$ cat src/rtl/message_datapath_pkg.sv
// Shared defaults and helpers for the message datapath and its controller, so
// character width, message length and hold time agree across the hierarchy.
package message_datapath_pkg;

  localparam int unsigned DefCharW      = 8;
  localparam int unsigned DefNumChars   = 4;
  localparam int unsigned DefHoldCycles = 3;

  // Counter width for a modulus, never narrower than one bit.
  function automatic int unsigned cnt_width(input int unsigned n);
    return (n > 1) ? $clog2(n) : 1;
  endfunction

endpackage

$ cat src/rtl/mod_counter.sv
// Modulo-N counter with synchronous clear and enable.
// Ports:
//   clk  rising-edge clock
//   rst  asynchronous active-low reset
//   clr  synchronous clear, wins over en
//   en   count enable; wraps to 0 from N-1
//   q    current count
//   tc   terminal count (q == N-1)
module mod_counter
  import message_datapath_pkg::*;
#(
  parameter int unsigned N = 3
) (
  input  logic                    clk,
  input  logic                    rst,
  input  logic                    clr,
  input  logic                    en,
  output logic [cnt_width(N)-1:0] q,
  output logic                    tc
);

  localparam int unsigned W = cnt_width(N);
  localparam logic [W-1:0] Last = W'(N - 1);

  logic [W-1:0] q_q, q_d;

  always_comb begin
    q_d = q_q;
    if (clr) begin
      q_d = '0;
    end else if (en) begin
      q_d = (q_q == Last) ? '0 : q_q + 1'b1;
    end
  end

  always_ff @(posedge clk or negedge rst) begin
    if (!rst) begin
      q_q <= '0;
    end else begin
      q_q <= q_d;
    end
  end

  assign q  = q_q;
  assign tc = (q_q == Last);

endmodule

$ cat src/rtl/message_datapath.sv
// Message datapath: holds a NUM_CHARS x CHAR_W message and presents one
// character at a time, with a per-character hold counter and a character index.
// Ports:
//   clk       rising-edge clock
//   rst       asynchronous active-low reset
//   ld        load msg_in, clear counters, set active
//   cnt1      advance hold counter
//   shift     advance to next character
//   msg_in    message, char 0 in the MSB slice
//   co1       hold counter at terminal value
//   co2       current character is the last one
//   char_out  current character
//   char_idx  index of current character
//   active    message loaded and not yet fully shifted out
module message_datapath
  import message_datapath_pkg::*;
#(
  parameter int unsigned CHAR_W      = DefCharW,
  parameter int unsigned NUM_CHARS   = DefNumChars,
  parameter int unsigned HOLD_CYCLES = DefHoldCycles
) (
  input  logic                              clk,
  input  logic                              rst,
  input  logic                              ld,
  input  logic                              cnt1,
  input  logic                              shift,
  input  logic [CHAR_W*NUM_CHARS-1:0]       msg_in,
  output logic                              co1,
  output logic                              co2,
  output logic [CHAR_W-1:0]                 char_out,
  output logic [cnt_width(NUM_CHARS)-1:0]   char_idx,
  output logic                              active
);

  localparam int unsigned MsgW = CHAR_W * NUM_CHARS;
  localparam int unsigned HW   = cnt_width(HOLD_CYCLES);
  localparam int unsigned IW   = cnt_width(NUM_CHARS);

  logic [MsgW-1:0] msg_q, msg_d;
  logic            active_q, active_d;
  logic [HW-1:0]   hold_cnt;

  // Shifting clears the hold count so each new character gets a full hold time.
  mod_counter #(
    .N (HOLD_CYCLES)
  ) u_hold_cnt (
    .clk (clk),
    .rst (rst),
    .clr (ld | shift),
    .en  (cnt1),
    .q   (hold_cnt),
    .tc  (co1)
  );

  mod_counter #(
    .N (NUM_CHARS)
  ) u_char_idx (
    .clk (clk),
    .rst (rst),
    .clr (ld),
    .en  (shift),
    .q   (char_idx),
    .tc  (co2)
  );

  always_comb begin
    msg_d    = msg_q;
    active_d = active_q;
    if (ld) begin
      msg_d    = msg_in;
      active_d = 1'b1;
    end else if (shift) begin
      msg_d = msg_q << CHAR_W;
      if (co2) begin
        active_d = 1'b0;
      end
    end
  end

  always_ff @(posedge clk or negedge rst) begin
    if (!rst) begin
      msg_q    <= '0;
      active_q <= 1'b0;
    end else begin
      msg_q    <= msg_d;
      active_q <= active_d;
    end
  end

  assign char_out = msg_q[MsgW-1 -: CHAR_W];
  assign active   = active_q;

endmodule

$ cat config.mk
export PLATFORM = sky130hd
export DESIGN_NAME = message_datapath
export DESIGN_NICKNAME = d
export VERILOG_FILES = /design/src/rtl/message_datapath_pkg.sv /design/src/rtl/mod_counter.sv /design/src/rtl/message_datapath.sv
export SDC_FILE = /design/constraint.sdc
export NUM_CORES = 1
export LEC_CHECK = 0
export CELL_PAD_IN_SITES_DETAIL_PLACEMENT = 0
export CELL_PAD_IN_SITES_GLOBAL_PLACEMENT = 2
export CORE_ASPECT_RATIO = 1.25
export CORE_MARGIN = 3
export CORE_UTILIZATION = 29
export CTS_CLUSTER_DIAMETER = 80
export CTS_CLUSTER_SIZE = 8
export DETAILED_ROUTE_END_ITERATION = 8
export PLACE_DENSITY = 0.75
export SYNTH_ARGS = -nofsm -noshare
export SYNTH_HDL_FRONTEND = slang
export SYNTH_HIERARCHICAL = 1
export SYNTH_SLANG_ARGS = --single-unit
$ cat constraint.sdc
create_clock -name clk -period 1.35 [get_ports clk]
set_input_delay 0.405 -clock clk [delete_from_list [all_inputs] [get_ports clk]]
set_output_delay 0.405 -clock clk [all_outputs]
set_load 0.01 [all_outputs]
==> results of run 1 <==
## layer usage
| layer | global-route usage | vias to the layer above | routed length (um) |
|---|---|---|---|
| met5 | 0 | - | 0 |
| met1 | 0.1589 | 635 | 1680 |
| met4 | 0.03936 | 0 | 69 |
| li1 | - | 655 | - |
| met2 | 0.1871 | 22 | 1915 |
| met3 | 0.02903 | 5 | 130 |
## registers in the layout, indices dropped and copies added (netlist names)
signal / cells
msg_q: 32
u_char_idx/q: 2
u_hold_cnt/q: 2
active: 1
## Yosys cell counts
cell type | number | area [um^2]
a21o_1 | 1 | 7.510
a21oi_1 | 1 | 5.000
a21oi_2 | 2 | 17.52
buf_12 | 2 | 40.04
buf_2 | 5 | 25.02
buf_4 | 10 | 75.07
buf_6 | 1 | 11.26
clkbuf_1 | 1 | 3.750
dfrtp_1 | 37 | 925.9
ha_1 | 1 | 12.51
mux2i_1 | 25 | 250.2
nand2_1 | 33 | 123.9
nand2b_1 | 11 | 68.82
nand3b_1 | 1 | 7.510
nor2_1 | 1 | 3.750
nor2b_1 | 1 | 6.260
o21ai_1 | 32 | 160.2
or2_1 | 1 | 6.260
or3b_1 | 2 | 17.52
## area by class of cell
| type | count | area, um^2 |
|---|---|---|
| Tap cell | 82 | 102.6 |
| Timing Repair Buffer | 62 | 613.1 |
| Fill cell | 590 | 3410 |
| Clock inverter | 1 | 30.03 |
| Multi-Input combinational cell | 112 | 689.4 |
| Sequential cell | 37 | 925.9 |
| Clock buffer | 7 | 86.33 |
## through the flow
step                instances  power [mW]  instance area [um^2]  hold slack [ns]  setup slack, ns
detailed placement        290       1.748                  2328           0.3912          -0.1044
finish                    301       2.680                  2447          0.07593         -0.02429
CTS                       300       2.732                  2455          0.07614         -0.03846
global placement          290       1.730                  2328           0.3831         -0.09504
floorplan                 168       1.521                  1768           0.1094           0.1008
global route              301       2.828                  2447          0.09094         -0.06452
## kinds of logic after synthesis
kind of cell	count (synthesis)
simple gates	50
mux	25
compound gates	36
buf+inv	19
flops	37
fa+ha+maj	1
## report_power, final
group          internal (mW)  switching, mW
Combinational          0.255          0.192
Sequential              1.20         0.0531
Clock                  0.602          0.374
Total                   2.06          0.619
## worst paths after layout
| check | startpoint | endpoint | slack (ns) |
|---|---|---|---|
| min | rst | msg_q[8] | 0.08 |
| min reg2reg | active | active | 0.51 |
| max in group asynchronous | rst | msg_q[20] | 1.07 |
| max reg2reg | u_char_idx/q[0] | u_char_idx/q[0] | 0.05 |
| max | u_char_idx/q[0] | co2 | -0.02 |
| min in group clk | active | active | 0.51 |
## timing repair
item,4_1_cts,5_1_grt
pin swaps,0,0
setup endpoints to repair,13,6
hold endpoints to repair,0,0
buffers inserted,2,1
resized for setup,37,3
==> impl_results.md, run 1 <==
- Status: finished with violations
- Failing checks: negative setup slack
- Cts hold-fix bufs: 0
- Antenna diode count: 0
- Mapped cell area: ~0.0018 mm^2
- Fin util: 0.4179
- DRC violations left: 0
- GPL Wtd Cong: approximately 0.63
- Total number of cells along the worst setup path: 2
- Max-Cap Viols: 0
- Largest family of logic cells by synthesized area: multiplexers
- DRT iter0 DRCs: 70
- IO Pins: 50
- Critical path's slowest cell: dfrtp_1
- Clock transition at path regs: around 0.070 ns
- Syn_nets: 206
- Compound-gate portion of the synthesized area: 0.1076
- Final hold violations: 0
- WL/cell: between 10 and 15 um
- RSZ-0062 raised after global routing: true
- LEAKAGE: ~1.1 nW
- TritonCTS clock tree: yes
- Post-synthesis xor/xnor area fraction: 0
- Most frequent cells in the layout: dfrtp_1 (37), nand2_1 (33), clkdlybuf4s50_1 (33)
- Worst Hold Class: in2async
- CP Buf/Inv Count: 1
- Total grt overflow: 0
- Worst Reg-to-Reg Cells: 4
- F_max: 0.7277 GHz
- Clk_lat worst skew: 0.28 ns
- Vias/cell: between 4 and 5
- Worst setup margin: -0.02429 ns
- Setup crit end kind: output pin
- Syn avg cell area: ~11 um^2
- Mux cell area share after synthesis: 0.1415
- Max FO, Critical Path: 2
- Most common cell after layout, fill and taps aside: dfrtp_1
- Input/output buffers: slightly below 50
- Final ANT Viol Nets: 0
- CP arrival: around 0.97 ns
- TritonCTS Buffers: 5
- WS Path Type: reg2out
- Crit-path cells: ha_2 -> buf_6
- Initial antenna violation count: 0
- Yosys Warn Count: 6
- Root Driver: clkbuf_8
- Routed WL: 3796 um
- Area Growth Syn to Fin: 38.43%
- Site Rows: 31
- # nets final: between 200 and 300
- PwrDens: ~1100 mW/mm^2
- Startpoint types: flop
- Crit path time final: approximately 1.4 ns
- Post-synthesis sequential area ratio: 0.5237
- Hpwl dp: about 2700 um
- Slowest cell delay on critical path: 0.38 ns
- GRT Total Usage: 0.1194
- Synth cell types: 19
- Max IR drop VDD: roughly 400 uV
- First-pass GRT wire length: approximately 6600 um
- Via total after detailed routing: about 1,300
- CP Data Required Time: ~0.95 ns
- Sinks on Clock Net: 37
- Synthesized flop and latch total: 37
- Final period utilization: 1.018
- Adder-cell share of the synthesized area: 0.007077
- Largest net degree at the start of global routing: 38
- Final Max Slew Viols: 0
- Die area: 0.007075 mm^2
- Final Setup Violations: 1
- Vias in the first global route: approximately 1,400
- Worst Skew: around 0.0086 ns
- Syn Inst Count: 168
- Drt first pass iters: 3
- Setup TNS: -0.02429 ns
- Relative slew margins: 0.8613
- Initial Util: 0.3019
- Die outline height: 93.30 um
- Core ar.: slightly below 0.006 mm^2
- Least-Margin Pin Slew: approximately 0.21 ns
- Simple-gate share of the synthesized area: 0.1323
- Share of layout cells above drive strength 1: 0.1507
- CTS Buffer Depth: 2
- Htree depth: 2
- Die Width: approximately 76 um
- Critical path's top delay family: flip-flops
Note: power is estimated with default switching activity, not from simulation.
==> run 2, diff against run 1 <==
--- a/config.mk
+++ b/config.mk
@@ -9,11 +9,11 @@
 export CELL_PAD_IN_SITES_GLOBAL_PLACEMENT = 2
 export CORE_ASPECT_RATIO = 1.25
 export CORE_MARGIN = 3
-export CORE_UTILIZATION = 29
-export CTS_CLUSTER_DIAMETER = 80
+export CORE_UTILIZATION = 38
 export CTS_CLUSTER_SIZE = 8
 export DETAILED_ROUTE_END_ITERATION = 8
-export PLACE_DENSITY = 0.75
+export DONT_BUFFER_PORTS = 1
+export PLACE_DENSITY = 0.73
 export SYNTH_ARGS = -nofsm -noshare
 export SYNTH_HDL_FRONTEND = slang
 export SYNTH_HIERARCHICAL = 1
==> impl_results.md, run 2 (same netlist as run 1, synthesis figures left out) <==
- Worst Hold Class: in2reg
- Post-DP Area: ~0.0017 mm^2
- Site Rows: 27
- Initial Util: 0.3965
- Slowest cell delay on critical path: between 0.4 and 0.5 ns
- Sinks on Clock Net: 37
- Max FO, Critical Path: 3
- Area Growth Syn to Fin: 3.539%
- WL/cell: 15.34 um
- Post-route cell area: 0.001831 mm^2
- Routed WL: 3359 um
- Failing checks: negative setup slack
- Final period utilization: 1.058
- Least-Margin Pin Slew: 0.2044 ns
- Die outline height: around 82 um
- Share of layout cells above drive strength 1: 0.08075
- CP Data Required Time: around 0.95 ns
- Max IR drop VDD: about 490 uV
- Core ar.: between 0.004 and 0.005 mm^2
- Input/output buffers: 0
- Antenna diode count: 0
- Final hold violations: 0
- Initial antenna violation count: 0
- Setup TNS: -0.07885 ns
- CP arrival: 1.02 ns
- Htree depth: 2
- TritonCTS Buffers: 5
- Die Width: between 60 and 70 um
- Reg with most FFs: msg_q
- Final Max Slew Viols: 0
- Worst setup margin: -0.07885 ns
- FF+latch area: slightly above 900 um^2
- Critical path's slowest cell: dfrtp_2
- Largest net degree at the start of global routing: between 60 and 70
- Flip-flop count of the largest register after layout: 32
- Internal reg-to-reg setup slack: 0.12 ns
- Hpwl dp: ~2200 um
- Vias in the first global route: 1,182
- Die area: between 0.005 and 0.006 mm^2
- Max-Cap Viols: 0
- Clock transition at path regs: roughly 0.070 ns
- Drt first pass iters: 4
- RSZ-0062 raised after global routing: true
- Via total after detailed routing: 1,092
- GPL Wtd Cong: approximately 0.62
- Final Setup Violations: 1
- CTS Buffer Depth: 2
- F_max: 0.6999 GHz
- Clk_lat worst skew: roughly 0.28 ns
- IO Pins: 50
- GRT Total Usage: 0.1328
- TritonCTS clock tree: yes
- Total grt overflow: 0
- Most common cell after layout, fill and taps aside: dfrtp_1
- Fillers: around 480
- # nets final: slightly below 200
- Worst hold margin: approximately 0.19 ns
- Vias/cell: 4.986
- Startpoint types: flop
- Status: finished with violations
- Most frequent cells in the layout: dfrtp_1 (36), nand2_1 (33), o21ai_1 (32)
- WS Path Type: reg2out
- Crit-path cells: ha_4 -> buf_6
- Relative slew margins: 0.8637
- Root Driver: clkbuf_8
- Worst Skew: approximately 0.004 ns
- LEAKAGE: just over 0.8 nW
- DRC violations left: 0
- Setup crit end kind: output pin
- Crit path time final: 1.429 ns
- Final ANT Viol Nets: 0
- Area of the multi-input gates: ~700 um^2
- PwrDens: 1203 mW/mm^2
- First-pass GRT wire length: 5430 um
- DRT iter0 DRCs: 41
## run 2: changes by cell type in the layout (fill, tap and decap cells not counted), moves of 2 or more
cell | before | now
clkdlybuf4s15_1 | 6 | 0
buf_12 | 5 | 1
buf_4 | 8 | 1
clkbuf_2 | 3 | 0
buf_2 | 5 | 0
clkbuf_1 | 1 | 3
clkdlybuf4s50_1 | 33 | 0
## run 2: report_power, final
part           switching (mW)  internal (mW)
registers              0.0728           1.20
clock network           0.351          0.367
logic                  0.0948          0.112
total                   0.519           1.68
## run 2: final timing paths
check | from | endpoint | cells past startpoint
worst min-delay path | ld | u_char_idx/q[1] | 1
worst min register to register | msg_q[7] | msg_q[7] | 2
worst max-delay path | u_char_idx/q[1] | co2 | 2
min in group asynchronous | rst | msg_q[27] | 2
max in group asynchronous | rst | u_char_idx/q[1] | 2
worst max register to register | u_char_idx/q[1] | u_char_idx/q[0] | 3
## run 2: metal layers
layer	track usage	vias to the layer above	part of all wire
met5	0	-	0
met4	0.05477	0	0.0080
met3	0.06089	4	0.079
met2	0.2134	36	0.49
met1	0.1522	514	0.43
li1	-	538	-
## run 2: repair_timing
item	4_1_cts	5_1_grt
endpoints found under the setup margin	1	2
resized for setup	2	3
hold buffers	2	0
pin swaps	1	1
hold endpoints to repair	37	0
setup buffers	0	0
gates cloned	0	0
## run 2: area by class of cell
class                   count  area share
repair buffers              4     0.02666
flip-flops and latches     37      0.5065
multi-input cells         112      0.3835
clock buffers               8     0.04375
well taps                  58     0.03964
## run 2: worst max-delay path: cells and delay by family (launching register included)
kind / cells / cell delay [ns]
flops: 1 / 0.45
fa+ha+maj: 1 / 0.18
buf+inv: 1 / 0.11
## run 2: through the flow
step | std cells | power [mW] | setup slack [ns] | utilization
finish | 219 | 2.202 | -0.07885 | 0.4105
global route | 219 | 2.352 | -0.1221 | 0.4105
CTS | 219 | 2.253 | -0.1367 | 0.4074
detailed placement | 209 | 1.474 | 0.07519 | 0.3813
global placement | 209 | 1.455 | 0.1626 | 0.3813
floorplan | 168 | 1.521 | 0.1008 | -
==> run 3, diff against run 2 <==
--- a/config.mk
+++ b/config.mk
@@ -5,15 +5,16 @@
 export SDC_FILE = /design/constraint.sdc
 export NUM_CORES = 1
 export LEC_CHECK = 0
+export ABC_CLOCK_PERIOD_IN_PS = 1350
 export CELL_PAD_IN_SITES_DETAIL_PLACEMENT = 0
 export CELL_PAD_IN_SITES_GLOBAL_PLACEMENT = 2
 export CORE_ASPECT_RATIO = 1.25
 export CORE_MARGIN = 3
 export CORE_UTILIZATION = 38
-export CTS_CLUSTER_SIZE = 8
+export CTS_CLUSTER_SIZE = 16
 export DETAILED_ROUTE_END_ITERATION = 8
 export DONT_BUFFER_PORTS = 1
-export PLACE_DENSITY = 0.73
+export PLACE_DENSITY = 0.86
 export SYNTH_ARGS = -nofsm -noshare
 export SYNTH_HDL_FRONTEND = slang
 export SYNTH_HIERARCHICAL = 1
==> impl_results.md, run 3 (same netlist as run 1, synthesis figures left out) <==
- Core ar.: roughly 0.0045 mm^2
- Antenna diode count: 0
- Final ANT Viol Nets: 0
- Drt first pass iters: 4
- Slowest cell delay on critical path: 0.45 ns
- Least-Margin Pin Slew: around 0.2 ns
- TritonCTS Buffers: 5
- Via total after detailed routing: ~1,100
- Worst hold margin: approximately 0.17 ns
- Pwr Total: about 2.3 mW
- Area Growth Syn to Fin: 5.449%
- Vias in the first global route: 1,052
- Area of the multi-input gates: 706.9 um^2
- Die Width: 67.01 um
- Root Driver: clkbuf_8
- Critical path's slowest cell: dfrtp_2
- Clock group share of total power: 0.360
- Clock transition at path regs: around 0.070 ns
- Status: finished with violations
- Final Max Slew Viols: 0
- Failing checks: negative setup slack
- First-pass GRT wire length: just over 5000 um
- PwrDens: 1239 mW/mm^2
- Die area: around 0.0055 mm^2
- Flip-flop count of the largest register after layout: 32
- WL/cell: between 10 and 15 um
- Most frequent cells in the layout: dfrtp_1 (36), nand2_1 (33), o21ai_1 (32)
- Startpoint types: flop
- Max FO, Critical Path: 3
- Clk_lat worst skew: approximately 0.28 ns
- Hpwl dp: between 2000 and 2500 um
- CP arrival: between 1 and 1.5 ns
- Setup crit end kind: output pin
- CP Data Required Time: 0.95 ns
- Share of layout cells above drive strength 1: 0.1049
- Initial antenna violation count: 0
- TritonCTS clock tree: yes
- Max-Cap Viols: 0
- LEAKAGE: between 0.8 and 0.9 nW
- DRC violations left: 0
- GPL Wtd Cong: 0.5811
- Crit-path cells: ha_4 -> buf_6
- Reg with most FFs: msg_q
- DRT iter0 DRCs: 40
- CTS Buffer Depth: 2
- Comb power frac: 0.087
- # nets final: 199
- Die outline height: roughly 82 um
- FF+latch area: approximately 900 um^2
- Crit path time final: between 1 and 1.5 ns
- Final Setup Violations: 1
- Site Rows: 27
- Largest net degree at the start of global routing: 69
- Routed WL: 3219 um
- Sinks on Clock Net: 37
- IO Pins: 50
- Worst setup margin: -0.07792 ns
- RSZ-0062 raised after global routing: true
- Most common cell after layout, fill and taps aside: dfrtp_1
- Net load switching power: 0.5340 mW
- Sequential fraction of design power: 0.553
- Switching Fraction: 0.2311
- Fin cells: between 200 and 250
- F_max: between 0.7 and 0.8 GHz
- Htree depth: 2
- Worst Skew: 0.006358 ns
- Max IR drop VDD: 595.1 uV
- CP Buf/Inv Count: 1
- Fillers: around 470
- Input/output buffers: 0
- Int Power: between 1.5 and 2 mW
- Relative slew margins: 0.8663
- WS Path Type: reg2out
- Initial Util: 0.3965
- Critical path's top delay family: flip-flops
- Final period utilization: 1.058
- Vias/cell: about 5
- Inst Count DP: 209
- Total grt overflow: 0
- Worst Hold Class: in2reg
- GRT Total Usage: 0.1245
- Final hold violations: 0
[run 3: cell types whose count changed in the layout (fill, tap and decap cells not counted)]
cell	previous run	this run
clkbuf_1	3	0
buf_4	1	2
nor2b_4	0	1
clkbuf_8	5	7
clkinv_2	0	1
nor2b_2	1	0
[run 3: path summary, 6_finish.rpt]
path | slack [ns] | from | cells past startpoint | end
setup / recovery | -0.08 | u_char_idx/q[1] | 2 | co2
hold reg to reg | 0.54 | msg_q[4] | 2 | msg_q[4]
max in group asynchronous | 0.58 | rst | 2 | u_char_idx/q[1]
min in group asynchronous | 0.58 | rst | 2 | msg_q[29]
hold / removal | 0.17 | ld | 1 | u_char_idx/q[0]
setup reg to reg | 0.04 | u_char_idx/q[1] | 4 | u_char_idx/q[0]
[run 3: final cells by class]
type / instances / share of cell area
Sequential cell: 37 / 0.4973
Multi-Input combinational cell: 112 / 0.3792
Clock buffer: 7 / 0.05168
Tap cell: 58 / 0.03893
Timing Repair Buffer: 5 / 0.03020
Clock inverter: 1 / 0.002685
[run 3: per-stage QoR]
step / setup TNS [ns] / util / instance area [um^2] / worst slack [ns]
final: -0.07792 / 0.4181 / 1864 / -0.07792
after global routing: -0.1203 / 0.4181 / 1864 / -0.1203
after CTS: -0.1277 / 0.4127 / 1841 / -0.1277
after detailed placement: 0 / 0.3813 / 1700 / 0.1386
after global placement: 0 / 0.3813 / 1700 / 0.1558
after floorplan: 0 / - / 1768 / 0.1008
[run 3: power by group through the flow]
stage               clock network, mW  registers (mW)  logic [mW]
floorplan                           0            1.27       0.256
global placement                    0            1.29       0.163
detailed placement                  0            1.30       0.173
CTS                             0.872            1.28       0.206
global route                    0.908            1.29       0.233
finish                          0.831            1.28       0.201
[run 3: timing repair]
| item | 4_1_cts | 5_1_grt |
|---|---|---|
| hold buffers | 2 | 0 |
| endpoints found under the hold margin | 37 | 0 |
| gates resized for setup | 3 | 3 |
| buffers inserted | 0 | 1 |
| endpoints found under the setup margin | 2 | 2 |
| pin swaps | 1 | 1 |
[run 3: worst register-to-register path: cells and delay by family (launching register included)]
| family | cells | cell delay [ns] |
|---|---|---|
| flops | 1 | 0.45 |
| fa+ha+maj | 1 | 0.17 |
| compound gates | 1 | 0.12 |
| simple gates | 1 | 0.38 |
| buf+inv | 1 | 0.12 |
[run 3: layer usage]
metal,vias to the layer above,GRT usage,wire length [um]
met5,-,0,0
met3,6,0.06360,309
met4,0,0.04868,49
met2,28,0.1996,1609
met1,518,0.1400,1251
li1,540,-,-
